==> src/rtl/expr_pkg.sv <==
// Shared types and character constants for the expression evaluator.
package expr_pkg;

  localparam int unsigned CHAR_W  = 8;
  localparam int unsigned DIGIT_W = 4;

  typedef enum logic [1:0] {
    EXP_DIG = 2'd0,
    EXP_OP  = 2'd1,
    ERR     = 2'd2,
    DONE    = 2'd3
  } state_e;

  localparam logic [CHAR_W-1:0] CH_0   = 8'h30;
  localparam logic [CHAR_W-1:0] CH_9   = 8'h39;
  localparam logic [CHAR_W-1:0] CH_ADD = 8'h2B;
  localparam logic [CHAR_W-1:0] CH_MUL = 8'h2A;
  localparam logic [CHAR_W-1:0] CH_SUB = 8'h2D;

endpackage

==> src/rtl/expr_eval_ctrl_if.sv <==
// Character-in / result-out handshake bundle of the expression evaluator.
interface expr_eval_ctrl_if #(
  parameter int unsigned WIDTH = 32
);
  import expr_pkg::*;

  logic              in_valid;
  logic              in_ready;
  logic [CHAR_W-1:0] in_data;
  logic              in_last;
  logic              out_valid;
  logic              out_ready;
  logic [WIDTH-1:0]  out_value;
  logic              out_legal;

  modport master (
    output in_valid, in_data, in_last, out_ready,
    input  in_ready, out_valid, out_value, out_legal
  );

  modport slave (
    input  in_valid, in_data, in_last, out_ready,
    output in_ready, out_valid, out_value, out_legal
  );

endinterface

==> src/rtl/expr_char_class.sv <==
// Combinational ASCII classifier; '-' is recognised only when EXPR_SUB_OP_EN is defined.
module expr_char_class
  import expr_pkg::*;
(
  input  logic [CHAR_W-1:0]  data_i,
  output logic               is_digit_c_o,
  output logic               is_add_c_o,
  output logic               is_mul_c_o,
  output logic               is_sub_c_o,
  output logic [DIGIT_W-1:0] digit_val_c_o
);

  assign is_digit_c_o  = (data_i >= CH_0) && (data_i <= CH_9);
  assign is_add_c_o    = (data_i == CH_ADD);
  assign is_mul_c_o    = (data_i == CH_MUL);
  assign digit_val_c_o = data_i[DIGIT_W-1:0];

`ifdef EXPR_SUB_OP_EN
  assign is_sub_c_o = (data_i == CH_SUB);
`else
  assign is_sub_c_o = 1'b0;
`endif

endmodule

==> src/rtl/expr_eval_ctrl.sv <==
// Streaming single-digit infix evaluator with '*' over '+' precedence.
// Optional '-' operator enabled by defining EXPR_SUB_OP_EN.
module expr_eval_ctrl
  import expr_pkg::*;
#(
  parameter int unsigned WIDTH = 32
) (
  input  logic            clk,
  input  logic            clr,
  expr_eval_ctrl_if.slave bus
);

  logic               is_digit;
  logic               is_add;
  logic               is_mul;
  logic               is_sub;
  logic [DIGIT_W-1:0] digit_val;

  expr_char_class u_char_class (
    .data_i        (bus.in_data),
    .is_digit_c_o  (is_digit),
    .is_add_c_o    (is_add),
    .is_mul_c_o    (is_mul),
    .is_sub_c_o    (is_sub),
    .digit_val_c_o (digit_val)
  );

  state_e           state_q,     state_d;
  logic [WIDTH-1:0] sum_q,       sum_d;
  logic [WIDTH-1:0] prod_q,      prod_d;
  logic             pend_mul_q,  pend_mul_d;
  logic             in_ready_q,  in_ready_d;
  logic             out_valid_q, out_valid_d;
  logic [WIDTH-1:0] out_value_q, out_value_d;
  logic             out_legal_q, out_legal_d;
`ifdef EXPR_SUB_OP_EN
  logic             sign_q,      sign_d;
`endif

  logic             accept;
  logic             last_legal;
  logic [WIDTH-1:0] prod_dig;
  logic [WIDTH-1:0] fold_op;
  logic [WIDTH-1:0] fold_fin;

  assign accept   = bus.in_valid && in_ready_q;
  assign prod_dig = pend_mul_q ? WIDTH'(prod_q * WIDTH'(digit_val)) : WIDTH'(digit_val);

  // fold_op closes the current term on an operator; fold_fin closes it on the last digit
`ifdef EXPR_SUB_OP_EN
  assign fold_op  = sign_q ? (sum_q - prod_q)   : (sum_q + prod_q);
  assign fold_fin = sign_q ? (sum_q - prod_dig) : (sum_q + prod_dig);
`else
  assign fold_op  = sum_q + prod_q;
  assign fold_fin = sum_q + prod_dig;
`endif

  assign last_legal = (state_q == EXP_DIG) && is_digit;

  always_comb begin
    state_d     = state_q;
    sum_d       = sum_q;
    prod_d      = prod_q;
    pend_mul_d  = pend_mul_q;
    out_valid_d = out_valid_q;
    out_value_d = out_value_q;
    out_legal_d = out_legal_q;
`ifdef EXPR_SUB_OP_EN
    sign_d      = sign_q;
`endif

    unique case (state_q)
      EXP_DIG: begin
        if (accept) begin
          if (is_digit) begin
            prod_d  = prod_dig;
            state_d = EXP_OP;
          end else begin
            state_d = ERR;
          end
        end
      end
      EXP_OP: begin
        if (accept) begin
          if (is_add || is_sub) begin
            sum_d      = fold_op;
            pend_mul_d = 1'b0;
`ifdef EXPR_SUB_OP_EN
            sign_d     = is_sub;
`endif
            state_d    = EXP_DIG;
          end else if (is_mul) begin
            pend_mul_d = 1'b1;
            state_d    = EXP_DIG;
          end else begin
            state_d = ERR;
          end
        end
      end
      ERR: begin
        state_d = ERR;
      end
      DONE: begin
        if (out_valid_q && bus.out_ready) begin
          out_valid_d = 1'b0;
          sum_d       = '0;
          prod_d      = '0;
          pend_mul_d  = 1'b0;
`ifdef EXPR_SUB_OP_EN
          sign_d      = 1'b0;
`endif
          state_d     = EXP_DIG;
        end
      end
      default: state_d = EXP_DIG;
    endcase

    // The final character overrides the grammar transition and publishes the result
    if (accept && bus.in_last) begin
      state_d     = DONE;
      out_valid_d = 1'b1;
      out_legal_d = last_legal;
      out_value_d = last_legal ? fold_fin : '0;
    end
  end

  assign in_ready_d = (state_d != DONE);

  always_ff @(posedge clk or posedge clr) begin
    if (clr) begin
      state_q     <= EXP_DIG;
      sum_q       <= '0;
      prod_q      <= '0;
      pend_mul_q  <= 1'b0;
      in_ready_q  <= 1'b1;
      out_valid_q <= 1'b0;
      out_value_q <= '0;
      out_legal_q <= 1'b0;
`ifdef EXPR_SUB_OP_EN
      sign_q      <= 1'b0;
`endif
    end else begin
      state_q     <= state_d;
      sum_q       <= sum_d;
      prod_q      <= prod_d;
      pend_mul_q  <= pend_mul_d;
      in_ready_q  <= in_ready_d;
      out_valid_q <= out_valid_d;
      out_value_q <= out_value_d;
      out_legal_q <= out_legal_d;
`ifdef EXPR_SUB_OP_EN
      sign_q      <= sign_d;
`endif
    end
  end

  assign bus.in_ready  = in_ready_q;
  assign bus.out_valid = out_valid_q;
  assign bus.out_value = out_value_q;
  assign bus.out_legal = out_legal_q;

endmodule

==> src/flat_wrapper.sv <==
// flat-port wrapper written by rule: the top's interface ports become plain ports
module expr_eval_ctrl_flat import expr_pkg::*;
#(
  parameter int unsigned WIDTH = 32
)
  (clk, clr, bus_in_valid, bus_in_data, bus_in_last, bus_out_ready, bus_in_ready, bus_out_valid, bus_out_value, bus_out_legal);
  expr_eval_ctrl_if #(.WIDTH(WIDTH)) bus_i ();
  input  logic clk;
  input  logic clr;
  input wire logic [$bits(bus_i.in_valid)-1:0] bus_in_valid;
  input wire logic [$bits(bus_i.in_data)-1:0] bus_in_data;
  input wire logic [$bits(bus_i.in_last)-1:0] bus_in_last;
  input wire logic [$bits(bus_i.out_ready)-1:0] bus_out_ready;
  output wire logic [$bits(bus_i.in_ready)-1:0] bus_in_ready;
  output wire logic [$bits(bus_i.out_valid)-1:0] bus_out_valid;
  output wire logic [$bits(bus_i.out_value)-1:0] bus_out_value;
  output wire logic [$bits(bus_i.out_legal)-1:0] bus_out_legal;
  assign bus_i.in_valid = bus_in_valid;
  assign bus_i.in_data = bus_in_data;
  assign bus_i.in_last = bus_in_last;
  assign bus_i.out_ready = bus_out_ready;
  assign bus_in_ready = bus_i.in_ready;
  assign bus_out_valid = bus_i.out_valid;
  assign bus_out_value = bus_i.out_value;
  assign bus_out_legal = bus_i.out_legal;
  expr_eval_ctrl #(.WIDTH(WIDTH)) u_core (.clk(clk), .clr(clr), .bus(bus_i));
endmodule
==> config.mk <==
export PLATFORM = sky130hd
export DESIGN_NAME = expr_eval_ctrl_flat
export DESIGN_NICKNAME = d
export VERILOG_FILES = /design/src/rtl/expr_pkg.sv /design/src/rtl/expr_eval_ctrl_if.sv /design/src/rtl/expr_char_class.sv /design/src/rtl/expr_eval_ctrl.sv /design/src/flat_wrapper.sv
export SDC_FILE = /design/constraint.sdc
export NUM_CORES = 1
export LEC_CHECK = 0
export CAP_MARGIN = 10
export CORE_MARGIN = 8
export CORE_UTILIZATION = 63
export DETAILED_ROUTE_END_ITERATION = 8
export PLACE_DENSITY = 0.83
export SLEW_MARGIN = 15
export SYNTH_ARGS = -nofsm -noshare
export SYNTH_HDL_FRONTEND = slang
export SYNTH_SLANG_ARGS = --single-unit
==> constraint.sdc <==
create_clock -name clk -period 6.85 [get_ports clk]
set_input_delay 0.685 -clock clk [delete_from_list [all_inputs] [get_ports clk]]
set_output_delay 0.685 -clock clk [all_outputs]
set_load 0.01 [all_outputs]
==> impl_metrics.ini <==
[outcome]
status = complete, no violations

[worst_hold_path]
hold_class = reg2reg

[job]
cap_viol_max_count = 0

[route]
vias = 9514
drtPass1Iterations = 5
initialDrtViolationCount = 822
totalWireLength_um = 27680
ant_nets = 0
avgViaCountPerCell = 6.018
drt-wirelength-per-cell_um = 17.50
drc_errors = 0

[global_routing]
overflow = 0
grt_pass1_vias = 9255
grt_max_degree = 53
grt_pass1_wl_um = 45700
track_usage_pct = 25.69
antenna_found_initial = 1

[layout]
final_common_cell = nand2_1
stdcell_count = 1581
fin_util_pct = 73.71
drive_gt1_share_pct = 8.597
diodes = 0
nNetsFinal = 1522
syn2layout_area_growth_pct = 14.16
layout_common_cells = 154 x nand2_1, 116 x inv_1, 101 x dfrtp_1

[sta]
worst_pin_slew_ps = 869.1
hold_ws_ps = 481.6
maxSlewViolCount = 0
fin_crit_ps = 6379
setup_violations = 0
setup_slack_ps = 470.6
clock_skew_ps = 8.130
grt_setup_unrepaired = no
relSlewSlack_pct = 41.92
finalCritPeriodShare_pct = 93.13
fmax_mhz = 156.8
hold_violations = 0

[floorplan]
io_pins = 48
core_area_um2 = 16580
die_y_um = 146.4
rows = 47
die_w_um = 146.4
fp.dieArea_um2 = 21420
start_util_pct = 64.57

[cts]
cts-buffers-inserted = 9
clkLatencyLatePin_ps = 360
cts_tree = done
clk_path_buf_depth = 2
path_clk_slew_ps = 70
cts_sinks = 102
cts_root_buffer = clkbuf_16
holdBufCountCts = 0
htree_levels = 3

[placement]
dp.cells = 1564
place_congestion = 0.9444
hpwl_um = 21220
pre_cts_slack_ps = -195.3
port_buffers = 47

[logic_synthesis]
syn_nets = 1438
synth_seq_cells = 102
synth_edf_count = 0
ys.warnings.count = 0
synth_cell_types = 72
synth.area.top_cells = dfrtp_1 24%, fa_1 11%, ha_1 11%
synth_area_um2 = 10710
yosysSeqAreaShare_pct = 23.85
async_flop_share_pct = 100.0
yosys.area.top_type = dfrtp_1
syn_inst = 1272
synthFlopType = dfrtp_1
synth_top_area_share_pct = 23.60
synth_area_per_cell_um2 = 8.418

[critical_path]
crit_path_frequent_cell = inv_1
critPathSlowestCell = or4b_4
arrival_ps = 6580
path_class = in2reg
critPathLaunchType = input port
endpoint_kind = flop
max_stage_delay_ps = 560
crit_fanout = 11
worst-endpoint-required_ps = 7050
reg2reg_slack_ps = 560

[power]
p_leak_nw = 6.103
power_density_nw_per_um2 = 123.9
vdd_drop_max_v = 0.0002069
-- worst paths after layout --
| check | startpoint | to | cells after the start |
|---|---|---|---|
| max | bus_in_data[3] | u_core.bus.out_value[31] | 28 |
| min | u_core.bus.out_legal | u_core.bus.out_legal | 2 |
| max reg2reg | u_core.prod_q[1] | u_core.bus.out_value[31] | 27 |
| min reg2reg | u_core.bus.out_legal | u_core.bus.out_legal | 2 |
| max in group asynchronous | clr | u_core.sum_q[28] | 3 |
| min in group asynchronous | clr | u_core.bus.out_value[2] | 2 |
-- report_power, final --
group / switching (mW) / internal, mW / total [mW]
sequential: 0.0371 / 0.629 / 0.666
combinational: 0.188 / 0.0980 / 0.286
clock: 0.232 / 0.330 / 0.562
-- per-stage QoR --
stage	TNS (ps)	total power, mW	area, µm²
6_report	0	1.515	12220
5_1_grt	0	1.573	12220
4_1_cts	0	1.515	12170
3_5_place_dp	-308.2	0.9577	11840
3_3_place_gp	-78.55	0.9466	11840
2_1_floorplan	0	0.8552	10710
-- final cells by class --
type,count,area (µm²)
Multi-Input combinational cell,1005,7575
Fill cell,1228,4359
Sequential cell,102,2554
Timing Repair Buffer,121,1054
Inverter,117,441.7
Tap cell,220,275.3
Clock buffer,11,242.7
Clock inverter,5,82.58
-- synthesized netlist by cell type (14+ instances only) --
library cell and count:
o21ai_0 86, xnor2_1 47, dfrtp_1 101, a22o_1 34
xor2_1 36, ha_1 94, fa_1 59, and3_1 16
o21a_1 14, inv_1 117, clkbuf_1 46, a21o_1 36
a21oi_1 83, nand2_1 154, nor2_1 50, and2_1 97
-- cells by family after synthesis --
group                    synth area share (%)
AND/OR/NAND/NOR                         19.13
adder cells (fa/ha/maj)                 22.01
multiplexers                           0.3856
AO/OA/AOI/OAI                           22.03
flip-flops                              23.85
XOR/XNOR                                6.789
buffers and inverters                   5.807
-- metal layers --
metal / vias up / share of wire (%) / global-route usage [%]
li1: 4568 / - / -
met1: 4541 / 47 / 36.78
met2: 354 / 43 / 38.59
met3: 51 / 7.5 / 5.099
met4: 0 / 2.3 / 7.367
met5: - / 0 / 0
-- worst max-delay path: cells and delay by family --
kind | cells | cell delay [ps]
buffers and inverters | 5 | 570
xor gates and xnor gates | 2 | 300
AOI/OAI and AO/OA | 10 | 1990
and+or+nand+nor | 7 | 1510
adders and majority gates | 4 | 1510
-- timing repair --
action,in CTS,in global routing
gates resized for setup,0,15
setup endpoints to repair,0,3
buffers inserted,0,1
-- state kept, by name, summed over array words and instances (netlist names) --
name                  count
u_core.bus.out_valid      1
u_core.bus.out_value     32
u_core.pend_mul_q         1
u_core.prod_q            32
u_core.sum_q             32
u_core.state_q            2
u_core.bus.in_ready       1
u_core.bus.out_legal      1
No activity file was read; power rests on OpenSTA's default activity.
